--- src/rtl/depacketizer.sv ---
// MIX-mode receive framer: hunts the alternating preamble, locks on the
// phase-flip sync pair, decodes mode/length and emits the payload on AXIS.
module depacketizer #(
  parameter int BYTES   = 1,
  parameter int PRE_MIN = 64,
  parameter int TIMEOUT = 1023,
  localparam int BITS   = BYTES * 8
) (
  input  logic            clk,
  input  logic            rst,
  input  logic [3:0]      MODE_CTRL,
  input  logic [BITS-1:0] I_tdata,
  input  logic            I_tvalid,
  input  logic            I_tuser,
  output logic [BITS-1:0] O_tdata,
  output logic            O_tvalid,
  output logic            O_tlast,
  output logic            O_tuser,
  output logic [15:0]     payload_length,
  output logic            hdr_vld,
  output logic            pld_vld,
  output logic            pkt_rcvd,
  output logic            pkt_err
);

  typedef enum logic [2:0] {
    HUNT,
    SKIP,
    MODE,
    LEN,
    TAIL,
    PLD
  } state_t;

  localparam logic [3:0] MIX    = 4'b0100;
  localparam logic [7:0] AC_MAX = 8'(PRE_MIN);
  localparam logic [9:0] TC_MAX = 10'(TIMEOUT - 1);

  state_t      state;
  logic [8:0]  hp;
  logic [15:0] pc;
  logic [15:0] len;
  logic [15:0] nsym;
  logic [7:0]  ac;
  logic [3:0]  m;
  logic [9:0]  tc;
  logic        prev;
  logic        is_bpsk;
  logic        mix_q;

  logic        mix;
  logic        b;
  logic        match;
  logic        sync;
  logic        last_beat;
  logic        tmo;
  logic [3:0]  m_next;
  logic [15:0] len_next;
  logic [15:0] nsym_next;
  logic [15:0] pc_inc;
  logic [7:0]  ac_inc;

  assign mix       = (MODE_CTRL == MIX);
  assign b         = I_tdata[0];
  // Expected mode pattern is 1,0,1,0...: even header positions carry 1.
  assign match     = (b == ~hp[0]);
  assign m_next    = m + 4'(match);
  assign len_next  = {len[14:0], b};
  assign nsym_next = is_bpsk ? len_next : (len_next >> 1);
  assign pc_inc    = pc + 16'd1;
  assign last_beat = (pc_inc == nsym);
  assign tmo       = (tc == TC_MAX);
  assign ac_inc    = (ac >= AC_MAX) ? ac : ac + 8'd1;
  assign sync      = b && prev && (ac >= AC_MAX);

  // mix_q resets high so that pld_vld reads 0 out of reset.
  assign hdr_vld = mix_q && ((state == SKIP) || (state == MODE) ||
                             (state == LEN)  || (state == TAIL));
  assign pld_vld = !mix_q || (state == PLD);

  always_ff @(posedge clk or posedge rst) begin
    if (rst) begin
      state          <= HUNT;
      hp             <= '0;
      pc             <= '0;
      len            <= '0;
      nsym           <= '0;
      ac             <= '0;
      m              <= '0;
      tc             <= '0;
      prev           <= 1'b0;
      is_bpsk        <= 1'b0;
      mix_q          <= 1'b1;
      O_tdata        <= '0;
      O_tvalid       <= 1'b0;
      O_tlast        <= 1'b0;
      O_tuser        <= 1'b1;
      payload_length <= '0;
      pkt_rcvd       <= 1'b0;
      pkt_err        <= 1'b0;
    end else begin
      O_tvalid <= 1'b0;
      O_tlast  <= 1'b0;
      pkt_rcvd <= 1'b0;
      pkt_err  <= 1'b0;
      mix_q    <= mix;
      if (!mix) begin
        state    <= HUNT;
        hp       <= '0;
        pc       <= '0;
        ac       <= '0;
        m        <= '0;
        tc       <= '0;
        prev     <= 1'b0;
        O_tdata  <= I_tdata;
        O_tvalid <= I_tvalid;
        O_tuser  <= I_tuser;
      end else if (!I_tvalid) begin
        if (state != HUNT) begin
          if (tmo) begin
            state   <= HUNT;
            pkt_err <= 1'b1;
            tc      <= '0;
            ac      <= '0;
          end else begin
            tc <= tc + 10'd1;
          end
        end
      end else begin
        tc   <= '0;
        prev <= b;
        unique case (state)
          HUNT: begin
            if (sync) begin
              state <= SKIP;
              hp    <= 9'd225;
              ac    <= '0;
            end else if (b != prev) begin
              ac <= ac_inc;
            end else begin
              ac <= '0;
            end
          end
          SKIP: begin
            hp <= hp + 9'd1;
            if (hp == 9'd255) begin
              state <= MODE;
              m     <= '0;
            end
          end
          MODE: begin
            hp <= hp + 9'd1;
            m  <= m_next;
            if (hp == 9'd263) begin
              if (m_next >= 4'd5) begin
                is_bpsk <= 1'b1;
                state   <= LEN;
              end else if (m_next <= 4'd3) begin
                is_bpsk <= 1'b0;
                state   <= LEN;
              end else begin
                pkt_err <= 1'b1;
                state   <= HUNT;
                ac      <= '0;
              end
            end
          end
          LEN: begin
            hp  <= hp + 9'd1;
            len <= len_next;
            if (hp == 9'd279) begin
              payload_length <= len_next;
              nsym           <= nsym_next;
              if (nsym_next == 16'd0) begin
                pkt_err <= 1'b1;
                state   <= HUNT;
                ac      <= '0;
              end else begin
                state <= TAIL;
              end
            end
          end
          TAIL: begin
            hp <= hp + 9'd1;
            if (hp == 9'd319) begin
              state <= PLD;
              pc    <= '0;
            end
          end
          PLD: begin
            O_tdata  <= I_tdata;
            O_tvalid <= 1'b1;
            O_tuser  <= is_bpsk;
            pc       <= pc_inc;
            if (last_beat) begin
              O_tlast  <= 1'b1;
              pkt_rcvd <= 1'b1;
              state    <= HUNT;
              ac       <= '0;
            end
          end
          default: state <= HUNT;
        endcase
      end
    end
  end

endmodule
--- config.mk ---
export PLATFORM = sky130hd
export DESIGN_NAME = depacketizer
export DESIGN_NICKNAME = d
export VERILOG_FILES = /design/src/rtl/depacketizer.sv
export SDC_FILE = /design/constraint.sdc
export NUM_CORES = 1
export LEC_CHECK = 0
export CORE_UTILIZATION = 35
export CTS_CLUSTER_SIZE = 8
export DETAILED_ROUTE_END_ITERATION = 16
export PLACE_DENSITY = 0.58
export RECOVER_POWER = 25
export SYNTH_ARGS = -nofsm -noshare
export SYNTH_HDL_FRONTEND = slang
export SYNTH_SLANG_ARGS = --single-unit
--- constraint.sdc ---
create_clock -name clk -period 10.2 [get_ports clk]
set_clock_uncertainty 0.15 [all_clocks]
set_input_delay 1.53 -clock clk [delete_from_list [all_inputs] [get_ports clk]]
set_output_delay 1.53 -clock clk [all_outputs]
set_load 0.05 [all_outputs]
==> run metrics <==
gr usage total=0.1640; fin nets=669; syn nets=640; CTS max path bufs=2; gpl congestion=0.9052; Gate power share=0.048; Vias/cell=5.434; # diodes=0; die area=17790 sq um; CTS Buf Count=9; Sink Count=112; Rows=47; net switching power figure=0.1905 mW; f_max=0.1903 GHz; P_leak=2.954 nW; number of detailed-route iterations in the first pass=5; clock root buffer=clkbuf_16; pwr dens=121.0 nW/um^2; Crit Path Class=in -> reg; Synth-to-Final Area Change=15.22%; # DRC=0; Die Y=133.4 um; Peak VDD IR=93.21 uV; final hold slack=349.8 ps; Area contributors post-synth=dfrtp_1 (46%), mux2_2 (7.3%), nor2_1 (4.1%), mux2i_1 (4.0%), nand2_1 (3.5%); Starting Density=0.3618; CTS Hold Bufs=0; period utilization=0.5151; Sw Ratio=0.2262; Synth area leader=dfrtp_1; vias in the first global route=4605; gr ovfl total=0; status=finished, final reports clean; cell-internal power=0.6518 mW; asr flop ratio synth=1.000; actual slew at the worst max-slew pin=1228 ps; crit path time final=5254 ps; endpoints failing setup=0; first-pass GRT wire length=23490 um; slack of the critical path=4946 ps; CP max FO=49; CTS clk-pin slew, worst paths=70 ps; final hold vios=0; WL per Instance=15.74 um; slew margin rel.=0.1767; distinct cell type count after synthesis=68; register area=2805 sq um; synthesized area=6042 sq um; fraction of layout cells with a size suffix above 1=0.1156; Seq pwr share=0.533; max-cap violations=0; total number of vias=4722; CTS tree=done; RSZ-0062 raised after global routing=no; Gates resized, CTS repair=0; Slew Viols, Final=0; dpl ws=4843 ps; worst path required time=10290 ps; Avg Cell Area, Syn=9.824 sq um; register bit total from synthesis=112; CP max stage delay=910 ps; Crit path arrival time=5340 ps; Post-CTS Setup Bufs=0; top-count cell post-synth=dfrtp_1; clock share of power=0.420; register area share after synthesis=0.4643; yosys synthesis warning count=0; H-tree depth=3; number of flops mapped to enable cells by yosys=0; WL final=13680 um; # IOs=47; core area=16700 sq um; Yosys top cell area share=0.4556; type of the most critical hold path=reg -> reg; area of the multi-input gates=3057 sq um; number of antenna violations at the first check in global routing=0; clk_lat worst skew=350 ps; crit path cell chain=dlygate4sd3_1 -> or4b_1 -> inv_1 -> and4_1 -> and3_2 -> mux2_2; Critical Path Source Type=primary input; ANT nets after route=0; initial DRC count=334; setup tns final=0 ps; top cells by count, synth=dfrtp_1 (110), nor2_1 (66), nand2_1 (56); port buffer count=46; pin count of the biggest net entering global routing=86; CP max stage cell=and3_2; fillers=1608; post-synthesis instance total=615; Die W=133.4 um; main flop type after synthesis=dfrtp_1; detailed placement HPWL=9583 um; Worst setup EP type=flip-flop
-- power by group through the flow --
stage	sequential (mW)	clock, mW	combinational [mW]
floorplan	0.466	0	0.0156
global placement	0.457	0	0.0416
detailed placement	0.457	0	0.0421
CTS	0.449	0.367	0.0423
global route	0.449	0.383	0.0443
finish	0.449	0.354	0.0402
-- per-layer routing --
layer,GRT usage,part of all wire,up-vias
li1,-,-,2284
met3,0.02169,0.030,25
met4,0.07134,0.023,0
met2,0.2595,0.46,113
met5,0,0,-
met1,0.2248,0.48,2300
-- logic make-up after synthesis --
logic type	synth area share
and+or+nand+nor	0.1955
AOI/OAI and AO/OA	0.1385
DFF	0.4643
muxes	0.1124
buffers and inverters	0.03003
xor gates and xnor gates	0.04059
adders and majority gates	0.01864
-- flip-flops by register name (all words and copies together), names as in the netlist, 3 cells and up --
signal / count
ac: 8
m: 4
state: 3
tc: 10
pc: 16
O_tdata: 8
nsym: 16
hp: 9
len: 15
payload_length: 16
-- worst paths after layout --
kind,slack [ps],endpoint,cells after the start,from
max in group asynchronous,6520,ac[2],3,rst
max reg2reg,6920,ac[2],7,pc[0]
max,4950,payload_length[4],6,MODE_CTRL[0]
min reg2reg,350,payload_length[7],1,payload_length[7]
min,350,payload_length[7],1,payload_length[7]
min in group asynchronous,1740,O_tdata[4],2,rst
-- critical path: cells and delay by family --
family	cells	cell delay, ps
buf+inv	2	930
mux	1	410
simple gates	3	2440
-- through the flow --
| stage | std cells | area, sq um | total power [mW] | util |
|---|---|---|---|---|
| 2_1_floorplan | 615 | 6042 | 0.4819 | - |
| 6_report | 869 | 6962 | 0.8423 | 0.4168 |
| 4_1_cts | 869 | 6963 | 0.8576 | 0.4169 |
| 5_1_grt | 869 | 6962 | 0.8766 | 0.4168 |
| 3_3_place_gp | 853 | 6668 | 0.4988 | 0.3992 |
| 3_5_place_dp | 853 | 6668 | 0.4994 | 0.3992 |
-- cell type report --
class | count | area share
sequential | 112 | 0.4029
tap | 220 | 0.03954
inverter | 12 | 0.006650
timing repair buffer | 49 | 0.06937
multi-input combinational | 460 | 0.4391
clock inverter | 6 | 0.009526
clock buffer | 10 | 0.03289
-- placed cells by master (no fill, tap or decap), drive strengths merged, types with 10 or more instances in the layout --
cell           instances
inv                   13
nand4                 11
mux2                  39
nand3                 22
o21ai                 45
and3                  10
dfrtp                110
xnor2                 16
nor3                  19
clkbuf                10
a21oi                 31
clkdlybuf4s50         16
nand2                 56
mux2i                 24
nor2                  66
xor2                  12
dlygate4sd3           30
Power figures use the tool's default switching activity.
